**config.mk**
```make
export PLATFORM = sky130hd
export DESIGN_NAME = return_addr_stack
export DESIGN_NICKNAME = d
export VERILOG_FILES = /design/src/rtl/return_addr_stack.sv
export SDC_FILE = /design/constraint.sdc
export NUM_CORES = 1
export LEC_CHECK = 0
export ABC_AREA = 1
export CAP_MARGIN = 5
export CORE_UTILIZATION = 50
export CTS_CLUSTER_DIAMETER = 30
export DETAILED_ROUTE_END_ITERATION = 16
export PLACE_DENSITY_LB_ADDON = 0.12
export SYNTH_ARGS = -nofsm -noshare
export SYNTH_HDL_FRONTEND = slang
export SYNTH_SLANG_ARGS = --single-unit
```
**constraint.sdc**
```tcl
create_clock -name clk -period 4.9 [get_ports clk]
set_input_delay 1.225 -clock clk [delete_from_list [all_inputs] [get_ports clk]]
set_output_delay 1.225 -clock clk [all_outputs]
set_load 0.01 [all_outputs]
```
**src/rtl/return_addr_stack.sv**
```systemverilog
// ============================================================================
// Module      : return_addr_stack
// Description : Circular return-address stack with speculative push/pop
//               rollback on pipeline flush.
// Revision    : 1.0 - initial release
// ============================================================================
`default_nettype none

module return_addr_stack #(
   parameter int WIDTH = 32,
   parameter int DEPTH = 8,
   parameter int RB_W  = 2
) (
   input  logic                     clk,
   input  logic                     rst_n,
   input  logic                     stall,
   input  logic                     flush,
   input  logic                     push,
   input  logic [WIDTH-1:0]         push_data,
   input  logic                     pop,
   input  logic [RB_W-1:0]          rb_push_n,
   input  logic [RB_W-1:0]          rb_pop_n,
   output logic [WIDTH-1:0]         top,
   output logic [$clog2(DEPTH):0]   count,
   output logic                     empty,
   output logic                     full,
   output logic                     overflow,
   output logic                     underflow
);

   localparam int PTR_W = $clog2(DEPTH);
   localparam int CNT_W = PTR_W + 1;
   localparam int SUM_W = RB_W + PTR_W + 2;

   localparam logic [PTR_W-1:0]        PTR_ONE   = PTR_W'(1);
   localparam logic [CNT_W-1:0]        CNT_ONE   = CNT_W'(1);
   localparam logic [CNT_W-1:0]        CNT_DEPTH = CNT_W'(DEPTH);
   localparam logic signed [SUM_W-1:0] SUM_DEPTH = SUM_W'(DEPTH);

   logic [WIDTH-1:0]        mem_q [DEPTH];
   logic [WIDTH-1:0]        mem_d [DEPTH];
   logic [PTR_W-1:0]        ptr_q,       ptr_d;
   logic [CNT_W-1:0]        count_q,     count_d;
   logic                    overflow_q,  overflow_d;
   logic                    underflow_q, underflow_d;

   logic [PTR_W-1:0]        top_idx;
   logic signed [SUM_W-1:0] cnt_sum;
   logic                    is_empty;
   logic                    is_full;

   assign top_idx  = ptr_q - PTR_ONE;
   assign is_empty = (count_q == '0);
   assign is_full  = (count_q == CNT_DEPTH);

   // Rollback count is evaluated wide and signed so it can go negative or
   // beyond DEPTH before being clamped back into range.
   assign cnt_sum = $signed({{(SUM_W-CNT_W){1'b0}}, count_q})
                  + $signed({{(SUM_W-RB_W){1'b0}}, rb_pop_n})
                  - $signed({{(SUM_W-RB_W){1'b0}}, rb_push_n});

   always_comb begin
      mem_d       = mem_q;
      ptr_d       = ptr_q;
      count_d     = count_q;
      overflow_d  = overflow_q;
      underflow_d = 1'b0;

      if (flush) begin
         ptr_d = ptr_q + PTR_W'(rb_pop_n) - PTR_W'(rb_push_n);
         if (cnt_sum[SUM_W-1]) begin
            count_d = '0;
         end else if (cnt_sum > SUM_DEPTH) begin
            count_d = CNT_DEPTH;
         end else begin
            count_d = cnt_sum[CNT_W-1:0];
         end
      end else if (!stall) begin
         if (push && pop && !is_empty) begin
            // Co-routine call/return: replace the top in place.
            mem_d[top_idx] = push_data;
         end else if (push) begin
            mem_d[ptr_q] = push_data;
            ptr_d        = ptr_q + PTR_ONE;
            if (is_full) begin
               overflow_d = 1'b1;
            end else begin
               count_d = count_q + CNT_ONE;
            end
         end else if (pop) begin
            if (is_empty) begin
               underflow_d = 1'b1;
            end else begin
               ptr_d   = top_idx;
               count_d = count_q - CNT_ONE;
            end
         end
      end
   end

   always_ff @(posedge clk) begin
      if (!rst_n) begin
         for (int i = 0; i < DEPTH; i++) begin
            mem_q[i] <= '0;
         end
         ptr_q       <= '0;
         count_q     <= '0;
         overflow_q  <= 1'b0;
         underflow_q <= 1'b0;
      end else begin
         mem_q       <= mem_d;
         ptr_q       <= ptr_d;
         count_q     <= count_d;
         overflow_q  <= overflow_d;
         underflow_q <= underflow_d;
      end
   end

   assign top       = is_empty ? '0 : mem_q[top_idx];
   assign count     = count_q;
   assign empty     = is_empty;
   assign full      = is_full;
   assign overflow  = overflow_q;
   assign underflow = underflow_q;

endmodule

`default_nettype wire

```
==> impl_metrics.csv <==
group,metric,value,unit
clocking,clk_latency,560,ps
global_route,grt_pass1_vias,11400,
drt,antenna_left,0,
yosys,yosysUniqueCellTypes,27,
drt,vias,12300,
worst_setup_path,required,3670,ps
yosys,yosysSeqAreaShare,41.8,%
worst_setup_path,critical_path_arrival,3240,ps
yosys,syn-cell-area,0.0127,sq mm
global_route,antenna_found_initial,0,
timing,fmax,224,MHz
clocking,cts_setup_buffers,0,
timing,worst_slack,437,ps
global_route,grt-ovfl-total,0,
timing,slew_viol_final,0,
timing,worst_pin_slew,996,ps
layout,final_nets,1932,
run,maxCapViolations,0,
floorplan,die_h,161,um
yosys,syn_area_per_cell,6.86,sq um
floorplan,initial_core_util,51.6,%
clocking,cts_buffers,55,
timing,rsz0062_at_grt,"false",
yosys,synth-warning-count,0,
worst_setup_path,critPathKind,"flip-flop to output pin",
yosys,yosysTopAreaCell,"dfxtp_1",
drt,dr.pass1.iters,5,
place,io_buffers,81,
place,place.gp.congestion,0.824,
timing,finalClockSkew,16.8,ps
worst_setup_path,cp-start-kind,"flip-flop",
yosys,ys_seq_elements,265,
floorplan,ios,82,
clocking,path_clk_slew,50,ps
run_status,status,"completed",
timing,finalSetupTns,0,ps
timing,hold_viol_final,0,
place,dpl.hpwl,20200,um
power_and_ir_drop,irDropWorstVdd,348,uV
drt,via_per_inst,5.49,
min_path,hp-class,"flip-flop to flip-flop",
global_route,grt_pass1_wl,60400,um
worst_setup_path,worst_setup_path_end_kind,"output pin",
timing,fin_crit,4460,ps
clocking,postCtsHoldBufs,0,
clocking,h-tree-depth,2,
worst_setup_path,cp_max_fo,23,
clocking,clk_path_buf_depth,3,
drt,wirelength,37100,um
layout,area_delta_synth_final,23.2,%
global_route,grt_max_degree,204,
power_and_ir_drop,p_leak,5.49,nW
yosys,synthCells,1852,
drt,drc,0,
yosys,synthesis.nets,1913,
global_route,grt_usage,28.7,%
clocking,clkSinkCount,265,
layout,drive_above_1_share,7.52,%
yosys,synth_area_leaders,"dfxtp_1 42%, a21oi_1 13%, o21ai_0 9.6%, nand2_1 9.0%, o21ai_1 5.7%",
floorplan,core_area,0.0246,sq mm
yosys,synth_top_area_share,41.8,%
clocking,tritoncts,"yes",
timing,maxSlewHeadroom,33.4,%
floorplan,dieArea,0.0261,sq mm
power_and_ir_drop,p_per_area,498,mW/mm^2
layout,antenna_cells,0,
drt,wl_per_cell,16.6,um
floorplan,die_x,161,um
floorplan,rows,57,
timing,setup_viol_count_final,0,
drt,drtIter0Drc,1095,
timing,final.period_utilization,91.1,%
clocking,cts-root-buf,"clkbuf_16",
clocking,ctsResizeCount,0,
place,dp_slack,1020,ps
## area by class of cell
type	count	area (sq um)
clock buffers	69	1520
clock inverters	33	519
fillers	2239	8950
inverters	161	604
multi-input cells	1281	6240
flip-flops and latches	265	5310
well taps	324	405
repair buffers	107	1060
## per-layer routing
layer	vias to the layer above	global-route usage, %	wire [um]
met5	-	0	0
met2	381	46.0	16800
met4	0	8.45	619
met1	5673	39.7	17300
li1	6196	-	-
met3	52	4.60	2440
## stage by stage
stage	instances	hold WS (ps)	power (mW)	utilization, %	area (sq um)
after floorplan	1852	424	3.29	-	12700
after global placement	2138	433	3.75	55.3	13600
after detailed placement	2138	437	3.78	55.3	13600
after CTS	2240	444	7.82	63.6	15700
after global routing	2240	462	8.10	63.6	15700
final	2240	444	7.79	63.6	15700
## placed cells by master (no fill, tap or decap), types with 6 or more instances in the layout
cell and n:
a21oi_1 336, buf_4 22, bufinv_16 12, clkbuf_1 6, clkbuf_16 56, clkbuf_8 7, clkdlybuf4s50_1 80, clkinv_2 7
dfxtp_1 264, ha_1 13, inv_1 157, nand2_1 304, nand2_2 8, nand3_1 29, nor2_1 145, o21a_1 33
o21ai_0 243, o21ai_1 145
## critical path, cell delays in order (launching register included)
cell             delay (ps)
dfxtp_1                 440
inv_1                   170
ha_2                    270
xnor2_4                 660
buf_4                   390
a21oi_1                  70
o21a_1                  190
clkdlybuf4s50_1         480
## synthesized netlist by cell type
library cell  instances
fa_1                  5
nand2_2               6
inv_1               158
xnor2_1               3
clkinv_1              2
o21a_1               33
nand2_1             306
xnor2_4               1
inv_2                 1
buf_1                12
clkbuf_2              2
nand3_1              29
nor3_1                2
nand4_1               4
a21oi_1             340
clkbuf_1             80
buf_4                 1
xor2_2                1
ha_1                 14
o21ai_1             145
nor2_1              145
o21ai_0             243
nand2_4               1
dfxtp_1             265
xor2_1                2
nor2_2                1
buf_2                50
## registers in the layout, indices dropped and copies added, names as in the netlist
signal     flops
underflow      1
overflow       1
mem_q        256
ptr_q          3
count          4
## cells by family (layout without fill, tap and decap cells)
| family | count (synthesis) | count (layout) | synth area share [%] |
|---|---|---|---|
| simple gates | 494 | 494 | 15.2 |
| compound gates | 761 | 761 | 30.6 |
| flops | 265 | 265 | 41.8 |
| fa+ha+maj | 19 | 19 | 2.17 |
| buf+inv | 306 | 370 | 9.58 |
| xor+xnor | 7 | 7 | 0.690 |
## report_power, final
group	switching [mW]	leakage, nW	internal (mW)
Sequential	0.0695	2.15	2.29
Clock	1.22	0.987	2.82
Combinational	0.977	2.35	0.415
## worst paths after layout
check | start | to | cells past startpoint | slack (ps)
worst max-delay path | ptr_q[1]$_SDFFE_PN0P_ | top[13] | 7 | 440
worst min-delay path | mem_q[213]$_SDFFE_PN0P_ | mem_q[213]$_SDFFE_PN0P_ | 2 | 440
worst max register to register | count[3]$_SDFFE_PN0P_ | mem_q[64]$_SDFFE_PN0P_ | 10 | 1700
worst min register to register | mem_q[213]$_SDFFE_PN0P_ | mem_q[213]$_SDFFE_PN0P_ | 2 | 440
Power figures use the tool's default switching activity.
==> RTL edit (same flow settings) <==
`WIDTH`: 32 -> 16.
--- a/src/rtl/return_addr_stack.sv
+++ b/src/rtl/return_addr_stack.sv
@@ -7,7 +7,7 @@
 `default_nettype none
 
 module return_addr_stack #(
-   parameter int WIDTH = 32,
+   parameter int WIDTH = 16,
    parameter int DEPTH = 8,
    parameter int RB_W  = 2
 ) (
Interface: changed (resized push_data and top); port bits go from 82 to 50. The function was not compared with the original's and may differ.
==> RTL edit against the original RTL <==
Core utilization fell by 4.9 points. Routed wire length fell by 47%. Setup slack improved by 0.37 ns. Combinational power fell by 42%. Power fell by 56%. Via count fell by 46%. Synthesized area fell by 42%. Count of clock-buffer cells in the layout fell by 50. Sequential cell count fell by 128. Global-route usage fell by 0.68 points. Die area fell by 42%. Final area fell by 47%. Non-clock buffer count fell by 48.
==> RTL edit: results (changes against the original RTL) <==
outcome:
  outcome: "completed"  # unchanged
global_routing:
  use_met2: 0.454  # was 0.460
  grt_pass1_wl_mm: 32.3  # was 60.4 mm
  use_met3: 0.0544  # was 0.0460
  antenna_found_initial: 0  # unchanged
  grt_pass1_vias: 6150  # was 11,400
  grt_max_degree: 119  # was 204
  grt.met1_usage: 0.381  # was 0.397
  grt_usage: 0.280  # was 0.287
detailed_routing:
  top_layer_used: "met4"  # unchanged
  drt_iter0_drc: 554  # was 1,095
  routed_wl_mm: 19.8  # was 37.1 mm
  wl_met1_mm: 9.61  # was 17.3 mm
  vias: 6665  # was 12,300
  dr.pass1.iters: 5  # unchanged
  wl_met3_um: 944  # was 2.44 mm
  route.met2.wl_mm: 9.04  # was 16.8 mm
clock_tree:
  numCtsBuffers: 17  # was 55
  post_cts_buffers: 0  # unchanged
  clockRootBuffer: "clkbuf_16"  # unchanged
  clk_pin_slew_worst_paths_ns: 0.06
  post_cts_resize_count: 0  # unchanged
  clock_insertion_delay_worst_skew_ns: 0.42  # was 0.56 ns
  cts.path.max_buffers: 2  # was 3
  htree_levels: 4  # was 2
worst_setup_path:
  cp.arrival_ns: 2.87  # was 3.24 ns
  crit_family: "buffers and inverters"  # unchanged
  crit_path_max_fanout: 38  # was 23
  critPathMaxStageDelay_ns: 0.55  # was 0.66 ns
  cp_slowest_cell: "clkdlybuf4s50_1"  # was xnor2_4
yosys:
  syn_nets: 1070  # was 1,913
  ys_types: 33  # was 27
  async_flop_share: 0  # unchanged
  seq_area_frac_synth: 0.375  # was 0.418
  synth_commonest_cells: "a21oi_1 (176), nand2_1 (164), dfxtp_1 (137)"  # was a21oi_1 (340), nand2_1 (306), dfxtp_1 (265)
  yosysWarnings: 0  # unchanged
  synth_area_leaders: "dfxtp_1 (38%), a21oi_1 (12%), nand2_1 (8.4%), o21ai_0 (8.4%), o21ai_1 (5.2%)"  # was dfxtp_1 (42%), a21oi_1 (13%), o21ai_0 (9.6%), nand2_1 (9.0%), o21ai_1 (5.7%)
cells_and_area:
  nFillCells: 1381  # was 2,239
  top_register: "mem_q"  # unchanged
  largest_reg_flops: 128  # was 256
  layout-drive-gt1-share: 0.0737  # was 0.0752
power_and_ir_drop:
  vdd_drop_max_v: 0.000268  # was 0.000348 V
  seq_power_share: 0.355  # was 0.303
  pwr-share-clk: 0.409  # was 0.519
  p_leak_nw: 2.93  # was 5.49 nW
  p_sw_mw: 1.09  # was 2.27 mW
timing:
  slew_headroom: 0.261  # was 0.334
  fin_tns_setup_ns: 0  # unchanged
  final.setup_skew_ns: 0.00596  # was 0.0168 ns
worst_hold_path:
  hp-class: "flip-flop to flip-flop"  # unchanged
placed_design:
  gp_routability_congestion: 0.829  # was 0.824
  place_area_um2: 7630  # was 13,600 um^2
  portBuffers: 49  # was 81
  dp_hpwl_mm: 11.5  # was 20.2 mm
-- RTL edit: changes by cell type in the layout (fill, tap and decap cells not counted), moves of 12 or more --
cell and delta:
clkdlybuf4s50_1 -32, nand2_4 +12, a21oi_1 -160, nor2_1 -63, nand2_1 -140, o21ai_1 -69
o21ai_0 -121, inv_1 -66, clkbuf_16 -39, o21a_1 -16, dfxtp_1 -128
-- RTL edit: through the flow --
stage           util  power (mW)  hold slack (ns)  instances  worst slack (ns)
2_1_floorplan      -        1.83            0.424       1025              1.72
3_3_place_gp   0.541        2.05            0.433       1193              1.30
3_5_place_dp   0.541        2.05            0.440       1193              1.28
4_1_cts        0.587        3.45            0.446       1225             0.832
5_1_grt        0.587        3.60            0.462       1225             0.655
6_report       0.587        3.44            0.444       1225             0.807
-- RTL edit: kinds of logic (layout without fill, tap and decap cells) --
family                     count (synthesis)  in the layout  share of synthesized area
AOI/OAI and AO/OA                        397            397                      0.285
and+or+nand+nor                          301            301                      0.181
adders and majority gates                 19             19                     0.0377
xor gates and xnor gates                   5              5                    0.00805
buffers and inverters                    166            186                      0.114
DFF                                      137            137                      0.375
-- RTL edit: path summary, 6_finish.rpt --
kind	start	endpoint	slack, ns	cells after the start
max	ptr_q[1]	top[5]	0.81	7
min	mem_q[24]	mem_q[24]	0.44	2
max reg2reg	count[2]	mem_q[99]	2.29	8
min reg2reg	mem_q[24]	mem_q[24]	0.44	2
-- RTL edit: area by class of cell --
| type | count | area [um^2] | share of cell area |
|---|---|---|---|
| multi-input cells | 722 | 3730 | 0.451 |
| flip-flops and latches | 137 | 2740 | 0.332 |
| repair buffers | 59 | 563 | 0.0681 |
| clock buffers | 19 | 443 | 0.0536 |
| inverters | 95 | 362 | 0.0437 |
| well taps | 180 | 225 | 0.0272 |
| clock inverters | 13 | 200 | 0.0242 |
